**src/rtl/cmd_decoder.sv**
```systemverilog
// Text-mode command decoder: pulls bytes from the shared register, parses 1-3 byte commands
// and issues single-cycle {attr,char} writes into the character RAM.
`timescale 1ns/1ps
module cmd_decoder #(
  parameter int unsigned COLS   = 100,
  parameter int unsigned ROWS   = 75,
  parameter int unsigned ADDR_W = 13
) (
  input  logic              clk,
  input  logic              rst,
  input  logic              has_data,
  input  logic [7:0]        rd_data,
  output logic              rd,
  output logic              mem_we,
  output logic [ADDR_W-1:0] mem_addr,
  output logic [15:0]       mem_wdata,
  output logic              busy,
  output logic              bad_cmd
);

  localparam int unsigned CW    = $clog2(COLS);
  localparam int unsigned RW    = $clog2(ROWS);
  localparam int unsigned CELLS = COLS * ROWS;

  localparam logic [CW-1:0]     COL_LAST  = CW'(COLS - 1);
  localparam logic [RW-1:0]     ROW_LAST  = RW'(ROWS - 1);
  localparam logic [ADDR_W-1:0] ADDR_LAST = ADDR_W'(CELLS - 1);
  localparam logic [ADDR_W-1:0] COLS_A    = ADDR_W'(COLS);

  localparam logic [7:0] OP_NOP   = 8'h00;
  localparam logic [7:0] OP_CUR   = 8'h01;
  localparam logic [7:0] OP_ATTR  = 8'h02;
  localparam logic [7:0] OP_PUT   = 8'h03;
  localparam logic [7:0] OP_CLEAR = 8'h04;

  typedef enum logic [2:0] {S_OP, S_ARG1, S_ARG2, S_EXEC, S_CLEAR} state_t;

  state_t            state_q, state_d;
  logic              rel_wait_q;
  logic [7:0]        op_q, arg1_q, arg2_q, attr_q;
  logic [CW-1:0]     col_q;
  logic [RW-1:0]     row_q;
  logic [ADDR_W-1:0] row_base_q, clr_addr_q;

  logic              accept, op_bad, cur_valid;
  logic              rd_d, we_d, bad_d, busy_d;
  logic [ADDR_W-1:0] addr_d;
  logic [15:0]       wdata_d;

  assign accept    = has_data && !rel_wait_q && (state_q inside {S_OP, S_ARG1, S_ARG2});
  assign op_bad    = op_q > OP_CLEAR;
  assign cur_valid = (32'(arg1_q) < COLS) && (32'(arg2_q) < ROWS);

  always_ff @(posedge clk) begin
    if (rst) state_q <= S_OP;
    else     state_q <= state_d;
  end

  always_comb begin
    state_d = state_q;
    unique case (state_q)
      S_OP: if (accept) begin
        // unknown opcodes also pass through EXEC so bad_cmd lands one cycle after the read
        if (rd_data == OP_CUR || rd_data == OP_ATTR || rd_data == OP_PUT) state_d = S_ARG1;
        else                                                              state_d = S_EXEC;
      end
      S_ARG1:  if (accept) state_d = (op_q == OP_CUR) ? S_ARG2 : S_EXEC;
      S_ARG2:  if (accept) state_d = S_EXEC;
      S_EXEC:  state_d = (op_q == OP_CLEAR) ? S_CLEAR : S_OP;
      S_CLEAR: if (clr_addr_q == ADDR_LAST) state_d = S_OP;
      default: state_d = S_OP;
    endcase
  end

  always_comb begin
    rd_d    = accept;
    we_d    = 1'b0;
    bad_d   = 1'b0;
    busy_d  = state_q != S_OP;
    addr_d  = mem_addr;
    wdata_d = mem_wdata;
    case (state_q)
      S_EXEC: begin
        if (op_q == OP_PUT) begin
          we_d    = 1'b1;
          addr_d  = row_base_q + ADDR_W'(col_q);
          wdata_d = {attr_q, arg1_q};
        end else if (op_bad) begin
          bad_d  = 1'b1;
          busy_d = 1'b0;
        end
      end
      S_CLEAR: begin
        we_d    = 1'b1;
        addr_d  = clr_addr_q;
        wdata_d = {attr_q, 8'h20};
      end
      default: ;
    endcase
  end

  always_ff @(posedge clk) begin
    if (rst) begin
      rd        <= 1'b0;
      mem_we    <= 1'b0;
      mem_addr  <= '0;
      mem_wdata <= '0;
      busy      <= 1'b0;
      bad_cmd   <= 1'b0;
    end else begin
      rd        <= rd_d;
      mem_we    <= we_d;
      mem_addr  <= addr_d;
      mem_wdata <= wdata_d;
      busy      <= busy_d;
      bad_cmd   <= bad_d;
    end
  end

  always_ff @(posedge clk) begin
    if (rst) begin
      rel_wait_q <= 1'b0;
      op_q       <= OP_NOP;
      arg1_q     <= '0;
      arg2_q     <= '0;
      attr_q     <= 8'h0F;
      col_q      <= '0;
      row_q      <= '0;
      row_base_q <= '0;
      clr_addr_q <= '0;
    end else begin
      if (accept)         rel_wait_q <= 1'b1;
      else if (!has_data) rel_wait_q <= 1'b0;

      if (accept) begin
        case (state_q)
          S_OP:    op_q   <= rd_data;
          S_ARG1:  arg1_q <= rd_data;
          S_ARG2:  arg2_q <= rd_data;
          default: ;
        endcase
      end

      if (state_q == S_EXEC) begin
        case (op_q)
          OP_CUR: if (cur_valid) begin
            col_q      <= CW'(arg1_q);
            row_q      <= RW'(arg2_q);
            // product with a constant: reduces to shifts and adds
            row_base_q <= ADDR_W'(arg2_q) * COLS_A;
          end
          OP_ATTR: attr_q <= arg1_q;
          OP_PUT: begin
            if (col_q == COL_LAST) begin
              col_q <= '0;
              if (row_q == ROW_LAST) begin
                row_q      <= '0;
                row_base_q <= '0;
              end else begin
                row_q      <= row_q + 1'b1;
                row_base_q <= row_base_q + COLS_A;
              end
            end else begin
              col_q <= col_q + 1'b1;
            end
          end
          OP_CLEAR: clr_addr_q <= '0;
          default: ;
        endcase
      end

      if (state_q == S_CLEAR) begin
        clr_addr_q <= clr_addr_q + 1'b1;
        if (clr_addr_q == ADDR_LAST) begin
          col_q      <= '0;
          row_q      <= '0;
          row_base_q <= '0;
        end
      end
    end
  end

endmodule

```
**config.mk**
```make
export PLATFORM = sky130hd
export DESIGN_NAME = cmd_decoder
export DESIGN_NICKNAME = d
export VERILOG_FILES = /design/src/rtl/cmd_decoder.sv
export SDC_FILE = /design/constraint.sdc
export NUM_CORES = 1
export LEC_CHECK = 0
export ABC_AREA = 1
export CELL_PAD_IN_SITES_DETAIL_PLACEMENT = 1
export CELL_PAD_IN_SITES_GLOBAL_PLACEMENT = 1
export CORE_UTILIZATION = 43
export DETAILED_ROUTE_END_ITERATION = 8
export GPL_ROUTABILITY_DRIVEN = 0
export PLACE_DENSITY_LB_ADDON = 0.25
export SLEW_MARGIN = 20
export SYNTH_ARGS = -nofsm -noshare
export SYNTH_HDL_FRONTEND = slang
export SYNTH_SLANG_ARGS = --single-unit
```
**constraint.sdc**
```tcl
create_clock -name clk -period 3.44 [get_ports clk]
set_input_delay 0.344 -clock clk [delete_from_list [all_inputs] [get_ports clk]]
set_output_delay 0.344 -clock clk [all_outputs]
set_load 0.02 [all_outputs]
```
==> results by group <==
Synth
  • Post-synthesis cell type count: 49
  • Cell taking the most area after synthesis: dfxtp_1
  • Top-area cell type share of the netlist area: 33.9%
  • Syn_nets: 963
  • FF+latch count, synth: 109
  • Post-synthesis instance total: 910
  • Top FF cell, synth: dfxtp_1
  • Seq/Total Area, Yosys: 33.9%
  • Top cells by area, synth: dfxtp_1 34%, nand2_1 13%, ha_1 7.4%
  • Synth Cell Area: 6430 sq um
  • Ys Warns: 0
  • Synth Area per Inst: 7.07 sq um
  • Asr flop ratio synth: 0%
  • Post-synth EDFFs: 0

Timing
  • Final Cycle Share: 81.6%
  • Fin. Hold Viols: 0
  • Clock Skews: 0.0142 ns
  • Setup TNS: 0 ns
  • Peak Freq: 0.356 GHz
  • Period minus WS final: 2.81 ns
  • Fin. max-slew vios: 0
  • Worst hold slack: 0.455 ns
  • Final setup vio count: 0
  • Actual slew at the worst max-slew pin: 0.644 ns
  • Max_slew headroom: 56.9%
  • RSZ-0062 raised after global routing: false

Critical path
  • Crit Path Max Fanout: 5
  • Worst EP required: 3.70 ns
  • Setup crit start kind: flip-flop
  • Reg2reg path depth: 15
  • CP Launch Point: arg2_q[2]
  • Critical R2R Launch: arg2_q[2]
  • CP Capture Type: flip-flop
  • Worst setup path class: flip-flop to flip-flop
  • WP data arrival: 3.07 ns

Floorplanning
  • Initial core utilization: 44.1%
  • CORE AREA: 14600 sq um
  • Horizontal die dimension: 124 um
  • IO Pins: 44
  • Total die area: 15500 sq um
  • Die height: 124 um
  • Num rows: 44

Worst hold path
  • HP Start: mem_wdata[11]
  • Hold crit path type: flip-flop to flip-flop
  • Hold Path Stages: 2

Global routing
  • First-pass GRT wire length: 31800 um
  • Initial antenna violation count: 0
  • Vias in the first global route: 6254
  • GRT Overall Usage: 25.7%
  • Largest net degree at the start of global routing: 23
  • Gr ovfl total: 0

Finish
  • Final nets: 1003
  • # fillers: 1890
  • Multi-input logic area: 3690 sq um
  • Inserted Diodes: 0
  • Final std cells w/o fill: 1139
  • FF+latch area: 2180 sq um
  • Fraction of layout cells with a size suffix above 1: 8.17%
  • Utilization after layout: 50.2%
  • Synthesis-to-layout area growth: 13.7%

CTS
  • H-Tree Depth: 3
  • Worst skew pair latency: 0.38 ns
  • Post-CTS Setup Bufs: 0
  • Clock tree sinks: 109
  • Hold-fix buffers, CTS: 0
  • Clock root buffer: clkbuf_16
  • TritonCTS clock tree: yes
  • Cts bufs inserted: 9
  • Clock slew at reported path FFs: 0.08 ns
  • PostCTS Resize Cnt: 0
  • Max Buffers Root-to-Sink: 2

Power
  • Leak pwr: 0.00325 uW
  • Final total power: 2690 uW
  • Max VDD drop: 250 uV
  • PD cells: 368 nW/um^2

Drt
  • First DRT Iteration DRCs: 384
  • ANT nets after route: 0
  • DRC violations left: 0
  • Drt pass-1 iters: 4
  • Wirelength, routed: 19100 um
  • Post-DR vias/cell: 5.33
  • Routed vias: 6074
  • DR WL/cell: 16.8 um

Status
  • Status: finished clean

Run
  • Max-cap violations: 0

Placed design
  • Buffers on Ports: 43
  • DP HPWL: 14800 um
  • Placed Cells: 1123
-- flip-flops by register name, summed over array words and instances (netlist names), 7 cells and up --
name	count
arg1_q	8
arg2_q	8
attr_q	8
clr_addr_q	13
col_q	7
mem_addr	13
mem_wdata	16
op_q	8
row_base_q	13
row_q	7
-- power breakdown --
| group | internal [uW] | switching, uW |
|---|---|---|
| sequential | 1290 | 29.3 |
| clock | 517 | 566 |
| combinational | 96.8 | 196 |
| total | 1900 | 791 |
-- metal layers --
layer  global-route usage, %  share of wire [%]  wire length (um)  vias to the layer above
met2                    43.5                 48              9120                      104
met5                       0                  0                 0                        -
li1                        -                  -                 -                     3058
met3                    5.58                3.6               685                       28
met4                    6.87                2.0               374                        0
met1                    33.0                 47              8910                     2884
-- area by class of cell --
| type | count | share of cell area (%) |
|---|---|---|
| Multi-Input combinational cell | 669 | 50.5 |
| Clock inverter | 7 | 1.06 |
| Timing Repair Buffer | 50 | 6.60 |
| Tap cell | 184 | 3.15 |
| Inverter | 111 | 5.81 |
| Sequential cell | 109 | 29.8 |
| Clock buffer | 9 | 3.08 |
-- Yosys cell counts, types with 2 or more instances --
cell type and n:
a21oi_1 59, nand2_1 230, nand3_1 59, o21ai_2 3, clkbuf_1 10, ha_1 38
nand4_1 8, fa_1 4, nor2_2 8, o21ai_0 63, o22ai_1 3, nor2_1 85
inv_1 97, xnor2_1 6, nand3_4 3, xor2_1 13, clkinv_1 2, buf_6 4
a21oi_2 9, inv_2 8, o21ai_1 12, dfxtp_1 109, a21o_1 3, a211oi_1 5
nor2_8 2, or2_2 3, nor4_1 5, o21a_1 2, nor3_1 6, nor2_4 3
nand2_4 6, buf_2 3, nand3b_1 3, a31oi_1 10, inv_4 3, nand3_2 2
o211ai_1 9
-- final timing paths --
| path | slack (ns) | endpoint |
|---|---|---|
| setup / recovery | 0.63 | row_base_q[9] |
| setup reg to reg | 0.63 | row_base_q[9] |
| hold reg to reg | 0.46 | mem_wdata[11] |
| hold / removal | 0.46 | mem_wdata[11] |
-- per-stage QoR --
stage | worst slack (ns) | cell area, sq um
after floorplan | 0.884 | 6430
after global placement | 0.741 | 7010
after detailed placement | 0.632 | 7010
after CTS | 0.611 | 7320
after global routing | 0.399 | 7320
final | 0.632 | 7320
-- kinds of logic after synthesis --
group	synth area share [%]
XOR/XNOR	2.59
AND/OR/NAND/NOR	30.2
buffers and inverters	8.69
AO/OA/AOI/OAI	16.0
adder cells (fa/ha/maj)	8.63
flip-flops	33.9
-- worst max-delay path: stages (launching register included) --
cell,delay [ns]
dfxtp_1,0.37
inv_1,0.09
ha_1,0.28
inv_1,0.04
ha_1,0.31
fa_1,0.46
ha_1,0.39
nand2_1,0.10
nand2_1,0.07
a21oi_1,0.15
xor2_1,0.16
inv_1,0.06
nand2_1,0.05
nand2_1,0.05
nand2_1,0.07
a21oi_2,0.05
-- placed cells by master (no fill, tap or decap), drive strengths merged --
cell type / count
a211oi: 5
a21o: 3
a21oi: 68
a22oi: 1
a31oi: 10
buf: 7
clkbuf: 9
clkdlybuf4s50: 43
clkinv: 6
clkinvlp: 1
dfxtp: 109
fa: 4
ha: 38
inv: 111
nand2: 237
nand3: 64
nand3b: 3
nand4: 10
nor2: 98
nor2b: 1
nor3: 6
nor4: 5
o211ai: 9
o21a: 2
o21ai: 79
o22ai: 3
o31ai: 1
or2: 3
xnor2: 6
xor2: 13
Note: power is estimated with default switching activity, not from simulation.
